$ cat src/rtl/seg_scan_if.sv
// seg_scan_if: bundles the display-word load handshake, the link to the shared
// segment decoder and the display pin drive of one scan controller.
interface seg_scan_if #(
    parameter int unsigned NUM_DIGITS = 4
);
    logic                    enable;
    logic                    lz_blank;
    logic                    load_valid;
    logic                    load_ready;
    logic [4*NUM_DIGITS-1:0] load_data;
    logic [3:0]              dec_value;
    logic [6:0]              dec_digit;
    logic [6:0]              seg;
    logic [NUM_DIGITS-1:0]   dig_sel;
    logic                    frame_done;

    // Environment side: load logic, shared decoder and display pins.
    modport master (
        output enable, lz_blank, load_valid, load_data, dec_digit,
        input  load_ready, dec_value, seg, dig_sel, frame_done
    );

    // Scan controller side.
    modport slave (
        input  enable, lz_blank, load_valid, load_data, dec_digit,
        output load_ready, dec_value, seg, dig_sel, frame_done
    );
endinterface

$ cat src/rtl/seg_scan_controller.sv
// seg_scan_controller: time-multiplexes one shared 7-segment decoder across
// NUM_DIGITS common-cathode digits. A double-buffered BCD word feeds one nibble
// per slot to the decoder; each slot starts with BLANK_CYCLES dark cycles so
// segment and digit-select changes never ghost onto a neighbouring digit.
module seg_scan_controller #(
    parameter int unsigned NUM_DIGITS   = 4,
    parameter int unsigned PRESCALE     = 1000,
    parameter int unsigned BLANK_CYCLES = 4
) (
    input logic       clk,
    input logic       rst_n,
    seg_scan_if.slave bus
);
    localparam int unsigned IdxW  = (NUM_DIGITS > 1) ? $clog2(NUM_DIGITS) : 1;
    localparam int unsigned CycW  = $clog2(PRESCALE);
    localparam int unsigned WordW = 4 * NUM_DIGITS;

    localparam logic [1:0] StIdle  = 2'd0;
    localparam logic [1:0] StBlank = 2'd1;
    localparam logic [1:0] StDrive = 2'd2;

    localparam logic [IdxW-1:0] IdxLast      = IdxW'(NUM_DIGITS - 1);
    localparam logic [CycW-1:0] CycLast      = CycW'(PRESCALE - 1);
    localparam logic [CycW-1:0] CycBlankLast = CycW'(BLANK_CYCLES - 1);

    logic [1:0]            state_q, state_d;
    logic [IdxW-1:0]       idx_q, idx_d;
    logic [CycW-1:0]       cyc_q, cyc_d;
    logic [WordW-1:0]      active_q, active_d;
    logic [WordW-1:0]      pend_q, pend_d;
    logic                  pend_full_q, pend_full_d;
    logic                  load_ready_q, load_ready_d;
    logic                  frame_done_q, frame_done_d;
    logic [6:0]            seg_q, seg_d;
    logic [NUM_DIGITS-1:0] dig_sel_q, dig_sel_d;
    logic [3:0]            dec_value_q, dec_value_d;
    logic                  xfer;
    logic [NUM_DIGITS-1:0] blank_mask;

    // Leading-zero mask: digit i is blankable when it and every higher nibble are zero.
    always_comb begin
        logic zero_above;
        blank_mask = '0;
        zero_above = 1'b1;
        for (int i = int'(NUM_DIGITS) - 1; i >= 0; i--) begin
            zero_above    = zero_above & (active_q[4*i +: 4] == 4'd0);
            blank_mask[i] = zero_above && (i != 0);
        end
    end

    // Scan FSM, slot/cycle counters, double buffer and output next-state.
    always_comb begin
        state_d      = state_q;
        idx_d        = idx_q;
        cyc_d        = cyc_q;
        active_d     = active_q;
        pend_d       = pend_q;
        pend_full_d  = pend_full_q;
        seg_d        = seg_q;
        dig_sel_d    = dig_sel_q;
        frame_done_d = 1'b0;
        xfer         = 1'b0;

        case (state_q)
            StBlank: begin
                if (!bus.enable) begin
                    state_d   = StIdle;
                    idx_d     = '0;
                    cyc_d     = '0;
                    seg_d     = '0;
                    dig_sel_d = '0;
                end else begin
                    cyc_d = cyc_q + 1'b1;
                    if (cyc_q == CycBlankLast) begin
                        // Segments and digit select switch on the same edge.
                        seg_d     = (bus.lz_blank && blank_mask[idx_q]) ? 7'd0 : bus.dec_digit;
                        dig_sel_d = NUM_DIGITS'(1) << idx_q;
                        state_d   = StDrive;
                    end
                end
            end
            StDrive: begin
                if (!bus.enable) begin
                    state_d   = StIdle;
                    idx_d     = '0;
                    cyc_d     = '0;
                    seg_d     = '0;
                    dig_sel_d = '0;
                end else if (cyc_q == CycLast) begin
                    cyc_d     = '0;
                    dig_sel_d = '0;
                    state_d   = StBlank;
                    if (idx_q == IdxLast) begin
                        idx_d        = '0;
                        frame_done_d = 1'b1;
                        xfer         = pend_full_q;
                    end else begin
                        idx_d = idx_q + 1'b1;
                    end
                end else begin
                    cyc_d = cyc_q + 1'b1;
                end
            end
            default: begin
                // Idle (and recovery from any unused encoding).
                state_d   = bus.enable ? StBlank : StIdle;
                idx_d     = '0;
                cyc_d     = '0;
                seg_d     = '0;
                dig_sel_d = '0;
                xfer      = pend_full_q;
            end
        endcase

        if (xfer) begin
            active_d    = pend_q;
            pend_full_d = 1'b0;
        end
        // Ready is low whenever pending is full, so a handshake never collides with xfer.
        if (bus.load_valid && load_ready_q) begin
            pend_d      = bus.load_data;
            pend_full_d = 1'b1;
        end
        load_ready_d = !pend_full_d;

        // Look ahead so the decoder input is settled from the first dark cycle of a slot.
        dec_value_d = (state_d == StIdle) ? 4'd0 : active_d[4*idx_d +: 4];
    end

    // State registers with synchronous active-low reset; pending data is discarded.
    always_ff @(posedge clk) begin
        if (!rst_n) begin
            state_q      <= StIdle;
            idx_q        <= '0;
            cyc_q        <= '0;
            active_q     <= '0;
            pend_q       <= '0;
            pend_full_q  <= 1'b0;
            load_ready_q <= 1'b1;
            frame_done_q <= 1'b0;
            seg_q        <= '0;
            dig_sel_q    <= '0;
            dec_value_q  <= '0;
        end else begin
            state_q      <= state_d;
            idx_q        <= idx_d;
            cyc_q        <= cyc_d;
            active_q     <= active_d;
            pend_q       <= pend_d;
            pend_full_q  <= pend_full_d;
            load_ready_q <= load_ready_d;
            frame_done_q <= frame_done_d;
            seg_q        <= seg_d;
            dig_sel_q    <= dig_sel_d;
            dec_value_q  <= dec_value_d;
        end
    end

    assign bus.load_ready = load_ready_q;
    assign bus.frame_done = frame_done_q;
    assign bus.seg        = seg_q;
    assign bus.dig_sel    = dig_sel_q;
    assign bus.dec_value  = dec_value_q;
endmodule
$ cat src/flat_wrapper.sv
// flat-port wrapper written by rule: the top's interface ports become plain ports
module seg_scan_controller_flat 
#(
    parameter int unsigned NUM_DIGITS   = 4,
    parameter int unsigned PRESCALE     = 1000,
    parameter int unsigned BLANK_CYCLES = 4
)
  (clk, rst_n, bus_enable, bus_lz_blank, bus_load_valid, bus_load_data, bus_dec_digit, bus_load_ready, bus_dec_value, bus_seg, bus_dig_sel, bus_frame_done);
  seg_scan_if #(.NUM_DIGITS(NUM_DIGITS)) bus_i ();
  input logic clk;
  input logic rst_n;
  input wire logic [$bits(bus_i.enable)-1:0] bus_enable;
  input wire logic [$bits(bus_i.lz_blank)-1:0] bus_lz_blank;
  input wire logic [$bits(bus_i.load_valid)-1:0] bus_load_valid;
  input wire logic [$bits(bus_i.load_data)-1:0] bus_load_data;
  input wire logic [$bits(bus_i.dec_digit)-1:0] bus_dec_digit;
  output wire logic [$bits(bus_i.load_ready)-1:0] bus_load_ready;
  output wire logic [$bits(bus_i.dec_value)-1:0] bus_dec_value;
  output wire logic [$bits(bus_i.seg)-1:0] bus_seg;
  output wire logic [$bits(bus_i.dig_sel)-1:0] bus_dig_sel;
  output wire logic [$bits(bus_i.frame_done)-1:0] bus_frame_done;
  assign bus_i.enable = bus_enable;
  assign bus_i.lz_blank = bus_lz_blank;
  assign bus_i.load_valid = bus_load_valid;
  assign bus_i.load_data = bus_load_data;
  assign bus_i.dec_digit = bus_dec_digit;
  assign bus_load_ready = bus_i.load_ready;
  assign bus_dec_value = bus_i.dec_value;
  assign bus_seg = bus_i.seg;
  assign bus_dig_sel = bus_i.dig_sel;
  assign bus_frame_done = bus_i.frame_done;
  seg_scan_controller #(.NUM_DIGITS(NUM_DIGITS), .PRESCALE(PRESCALE), .BLANK_CYCLES(BLANK_CYCLES)) u_core (.clk(clk), .rst_n(rst_n), .bus(bus_i));
endmodule
$ cat config.mk
export PLATFORM = sky130hd
export DESIGN_NAME = seg_scan_controller_flat
export DESIGN_NICKNAME = d
export VERILOG_FILES = /design/src/rtl/seg_scan_if.sv /design/src/rtl/seg_scan_controller.sv /design/src/flat_wrapper.sv
export SDC_FILE = /design/constraint.sdc
export NUM_CORES = 1
export LEC_CHECK = 0
export BUFFER_PORTS_ARGS = -buffer_cell sky130_fd_sc_hd__clkbuf_2
export CAP_MARGIN = 10
export CORE_UTILIZATION = 58
export CTS_BUF_LIST = sky130_fd_sc_hd__clkbuf_4
export CTS_CLUSTER_SIZE = 24
export DETAILED_ROUTE_END_ITERATION = 6
export HOLD_SLACK_MARGIN = 0.03
export PLACE_DENSITY = 0.82
export SYNTH_ARGS = -nofsm -noshare
export SYNTH_HDL_FRONTEND = slang
export SYNTH_SLANG_ARGS = --single-unit
export TNS_END_PERCENT = 5
$ cat constraint.sdc
create_clock -name clk -period 3.9 [get_ports clk]
set_input_delay 0.78 -clock clk [delete_from_list [all_inputs] [get_ports clk]]
set_output_delay 0.78 -clock clk [all_outputs]
set_load 0.02 [all_outputs]
## Word level (Yosys, flattened, before mapping)

Cells that the tools add are included.

- Add/subtract/negate cells: 2
- Magnitude comparators: 1
- Equal/unequal tests: 8
- Shift operators: 2
- Muxes and demuxes: 35
- Bitwise logic cells: 3
- Reduce and logical (&&, ||, !) cells: 11

Operators by type and width:

| cell | number |
|---|---|
| two-way mux 10 bit | 3 |
| two-way mux 7 bit | 4 |
| case mux 10 bit (2 select lines) | 1 |
| two-way mux 16 bit | 1 |
| two-way mux 2 bit | 8 |
| two-way mux 4 bit | 4 |
| variable part select 16 x 5 -> 4 bit | 1 |
| case mux 7 bit (2 select lines) | 1 |
| logical NOT 4 bit | 3 |
| adder 10 x 1 -> 10 bit (second input constant) | 1 |
| == test 10 bit (second input constant) | 1 |
| == test 10 x 2 -> 1 bit (second input constant) | 1 |
| two-way mux 1 bit | 8 |
| case mux 2 bit (2 select lines) | 2 |
| case mux 4 bit (2 select lines) | 1 |
| inequality test 3 x 2 -> 1 bit (second input constant) | 2 |
| == test 2 bit (second input constant) | 2 |
| AND reduction 2 bit | 2 |
| AND reduction 4 bit | 1 |
| left shift 1 x 2 -> 4 bit (first input constant) | 1 |
| less-than comparator 2 x 3 -> 1 bit (second input constant) | 1 |
| adder 2 x 1 -> 2 bit (second input constant) | 1 |
| AND 1 bit | 2 |
| binary-select mux 1 bit (select 2 bit) | 1 |
| other kinds (8) | 9 |

- Flip-flop bits (word level): 64
- Input bits: 28
- Output and inout bits: 17
- Logic and storage cells: 73

## Longest topological paths before layout

- Word-level depth: 10
- Mapped depth: 9

## Worst setup path before layout

No wires, ideal clock.

- Kind: reg2reg
- Start: reg u_core.cyc_q[0]
- End: reg u_core.dec_value_q[2] (netlist: u_core.bus.dec_value[2])
- Arrival time: 2112 ps
- Required time: 3783 ps
- Slack: 1670 ps
- Cell stages (with the launch flop): 9
- Clock period less this slack: 2230 ps
- Path through: dfxtp_1 -> ha_1 -> or3b_4 -> nor4_4 -> o21ai_4 -> buf_6 -> mux2i_1 -> o21ai_0 -> a32o_1

- Word-level cells in the longest chain between the ends: 6
- Elaborated cells between the ends (all ways): 17
- Those cells by class: eq/ne (2); shift (1); mux (12); reduce/logical (2)

Ends and longest elaborated chain:

| item | RTL line | source |
|---|---|---|
| start: declaration | seg_scan_controller.sv:28 | `logic [CycW-1:0] cyc_q, cyc_d;` |
| start signal: assignment | seg_scan_controller.sv:147 | `cyc_q <= cyc_d;` |
| == test 10 bit or == test 10 x 2 -> 1 bit (tied branches) | seg_scan_controller.sv:89, seg_scan_controller.sv:74 |  |
| two-way mux 1 bit, or another cell as far along | seg_scan_controller.sv:89 | `end else if (cyc_q == CycLast) begin` |
| two-way mux 1 bit, or another cell as far along | seg_scan_controller.sv:83 | `if (!bus.enable) begin` |
| case mux 1 bit (2 select lines) or case mux 2 bit (2 select lines) (tied branches) | seg_scan_controller.sv:64 | `case (state_q)` |
| two-way mux 16 bit or logical NOT 2 bit (tied branches) | seg_scan_controller.sv:115, seg_scan_controller.sv:127 |  |
| variable part select 16 x 5 -> 4 bit or OR reduction 2 bit (tied branches) | - |  |
| end signal: assignment | seg_scan_controller.sv:155 | `dec_value_q <= dec_value_d;` |
| end: declaration | seg_scan_controller.sv:36 | `logic [3:0] dec_value_q, dec_value_d;` |

Parallel ways exist; a longest one is shown, timed or not.
A chain may end at the register's enable or synchronous reset.

## Worst setup path in the final report

- Start: reg u_core.cyc_q[0]
- End: reg u_core.dec_value_q[3] (netlist: u_core.bus.dec_value[3])

Same word-level chain as after synthesis.

==> out/metrics.cfg <==
[pwr]
p_sw_share_pct = 21.1
power.switching_mw = 0.274
share_clk_of_total_power_pct = 41.7
cellInternalPower_mw = 1.03
worst_ir_drop_vdd_uv = 232
leakage_power_nw = 1.35
pwr_density_cell_nw_per_um2 = 411
p_seq_share_pct = 52.1
combinationalPowerShare_pct = 6.2

[drt]
route.vias.total = 2116
route.detailed.vias_per_inst = 5.43
wirelength_um = 5090
drt_pre_antenna_iters = 6
route.antenna.remaining_nets = 0
wl_per_cell_um = 13.0
met1_length_um = 2350
first_iter_violations = 113
met2WireLength_um = 2490
detail_route.drc_violations = 0
highest_layer = met4
dr_wl_met3_um = 210

[worst_setup_path]
setup.worst_path.end_class = flip-flop
cell_by_cell_trace_of_the_critical_path = ha_1 > nor3b_1 > a311oi_1 > a211oi_1 > nor2_2 > mux2i_1 > a32o_1
crit_path_max_fanout = 6
critical_setup_path_class = reg -> reg
start_kind = flip-flop
data_arrival_at_the_endpoint_of_the_critical_path_ps = 2900
critical_path_required_ps = 4190
critical-path-slowest-cell = a211oi_1
cpPeakStageDelay_ps = 660

[cts]
clock_sink_count = 64
cts.hold.buffers_added = 0
root_buffer = clkbuf_4
cts.clk_slew.worst_paths_ps = 100
ctsResizeCount = 0
h-tree-depth = 3
postCtsSetupBuffers = 0
cts_made_buffers = 9
max-clock-path-buffers = 2
clkLatencyLatePin_ps = 390
tritoncts_clock_tree = yes

[sta]
worst_clock_skew_ps = 9.09
setup_viol = 0
timing_max_transition_violations_final = 0
final.setup.tns_ps = 0
finalCritPeriodShare_pct = 66.7
max_freq_mhz = 384
max_slew_margin_pct = 51.0
layout_min_cycle_time_ps = 2600
report.final.hold_viol_count = 0
final_worst_slack_ps = 1300
rsz_0062_raised_after_global_routing = false
max_slew.worst_pin.slew_ps = 730

[placed_design]
postPlaceCellArea_um2 = 2990
routabilityCongestion = 0.831
dpl.hpwl_um = 3730
minimum_setup_slack_after_placement_ps = 1200
io_buffers = 44

[logic_synthesis]
synth_top_flop_cell = dfxtp_1
post_synth_inst_count = 289
netlist_area_um2 = 2750
postSynthRegisterBits = 64
synth_enable_flop_cells = 0
yosys-top-cells-area = dfxtp_1 47%, mux2i_1 7.3%, nand2_1 6.0%, nor2b_1 5.7%, a21boi_0 4.4%
synthesis_warning_total = 0
synthesis.area_per_instance_um2 = 9.52
syn-num-nets = 324
synth_top_cell_by_area = dfxtp_1
synthArstFlopShare_pct = 0
yosysSeqAreaShare_pct = 46.5
synth_cell_type_count = 47
synth.top_cell.area_share_pct = 46.5

[global_route]
global_route.overflow_total = 0
vias_in_the_first_global_route = 2000
grt_usage_pct = 22.9
grt_antenna_before_repair = 0
global_route_wire_length_before_repair_um = 8910
grt_max_degree = 49

[flow_run]
cap_viol_max_count = 0

[layout]
fillerInstances = 352
drive_gt1_share_pct = 20.1
insertedDiodeCount = 0
finalInstanceArea_um2 = 3170
num-nets-final = 368
area_growth_pct = 15.0

[floorplan]
area_of_the_die_um2 = 5030
die_x_um = 70.9
core-area_um2 = 4440
number_of_primary_i_o_pins = 45
initial_utilization_pct = 61.9
dieHeight_um = 70.9
core.rowCount = 24

[worst_hold_path]
hold_path_class = reg -> reg

[outcome]
outcome = completed

-- power groups by stage --
stage	Clock, mW	Sequential (mW)	Combinational, mW
2_1_floorplan	0	0.691	0.0572
3_3_place_gp	0	0.692	0.0805
3_5_place_dp	0	0.693	0.0817
4_1_cts	0.557	0.678	0.0820
5_1_grt	0.594	0.680	0.0912
6_report	0.542	0.678	0.0808
-- cells in the mapped netlist (all sizes together) (2+ instances only) --
cell	number
nor2b	25
xnor2	5
dfxtp	64
inv	6
o21a	2
nand2b	2
buf	2
a32o	2
mux2i	20
nor4	5
xor2	3
and3	4
a22o	2
a21boi	16
nor3	3
nor2	19
a21oi	2
a22oi	13
and2b	2
o21ai	4
nand4	2
ha	7
nand3	4
clkbuf	9
nand2	44
nor3b	2
a311oi	2
and2	5
-- state kept, by name (all words and copies together) (netlist names), 2 cells and up --
name                  flops
u_core.active_q          16
u_core.state_q            2
u_core.bus.dec_value      4
u_core.bus.dig_sel        4
u_core.pend_q            16
u_core.cyc_q             10
u_core.bus.seg            7
u_core.idx_q              2
-- through the flow --
step | cells | power (mW) | hold slack, ps | utilization (%)
2_1_floorplan | 289 | 0.748 | 430 | -
6_report | 390 | 1.30 | 471 | 71.2
3_3_place_gp | 374 | 0.773 | 445 | 67.2
3_5_place_dp | 374 | 0.774 | 457 | 67.2
4_1_cts | 390 | 1.32 | 478 | 71.2
5_1_grt | 390 | 1.36 | 499 | 71.2
-- placed cells by master, fill, tap and decap left out, types with 3 or more instances in the layout --
cell type,n
nor3_1,3
xnor2_1,5
mux2i_1,20
clkbuf_4,9
ha_1,7
clkbuf_2,44
nor2b_1,25
nand2_1,44
o21ai_0,3
dfxtp_1,64
bufinv_16,3
inv_1,6
and2_1,4
a22oi_1,13
and3_1,3
nor2_1,18
xor2_1,3
a21boi_0,16
nand3_1,4
nor4_1,4
-- worst max-delay path, delay by kind of cell, from the launching register on --
kind	cells	cell delay, ps
AOI/OAI and AO/OA	3	1080
and+or+nand+nor	2	640
DFF	1	380
adders and majority gates	1	230
muxes	1	180
-- layout make-up --
class | count | area [um2] | area share [%]
multi-input cells | 208 | 1400 | 44.2
flip-flops and latches | 64 | 1280 | 40.5
repair buffers | 44 | 220 | 6.96
clock inverters | 7 | 110 | 3.48
clock buffers | 9 | 67.6 | 2.13
well taps | 52 | 65.1 | 2.06
inverters | 6 | 22.5 | 0.711
-- cells by family after synthesis --
logic type,synth area share (%)
AOI/OAI and AO/OA,15.0
xor gates and xnor gates,2.55
buffers and inverters,2.64
muxes,7.27
DFF,46.5
adders and majority gates,3.18
and+or+nand+nor,22.8
-- per-layer routing --
metal  vias up  global-route usage [%]
met5         -                       0
met4         0                    8.44
met3         4                    8.69
met2        46                    38.6
met1       968                    26.7
li1       1098                       -
-- worst paths after layout --
check             slack (ps)  depth (start not counted)                            endpoint                        from
setup / recovery        1300                          7  u_core.bus.dec_value[3]$_SDFF_PP0_  u_core.cyc_q[0]$_SDFF_PN0_
hold / removal           470                          1          u_core.cyc_q[0]$_SDFF_PN0_  u_core.cyc_q[0]$_SDFF_PN0_
setup reg to reg        1300                          7  u_core.bus.dec_value[3]$_SDFF_PP0_  u_core.cyc_q[0]$_SDFF_PN0_
hold reg to reg          470                          1          u_core.cyc_q[0]$_SDFF_PN0_  u_core.cyc_q[0]$_SDFF_PN0_
No activity file was read; power rests on OpenSTA's default activity.
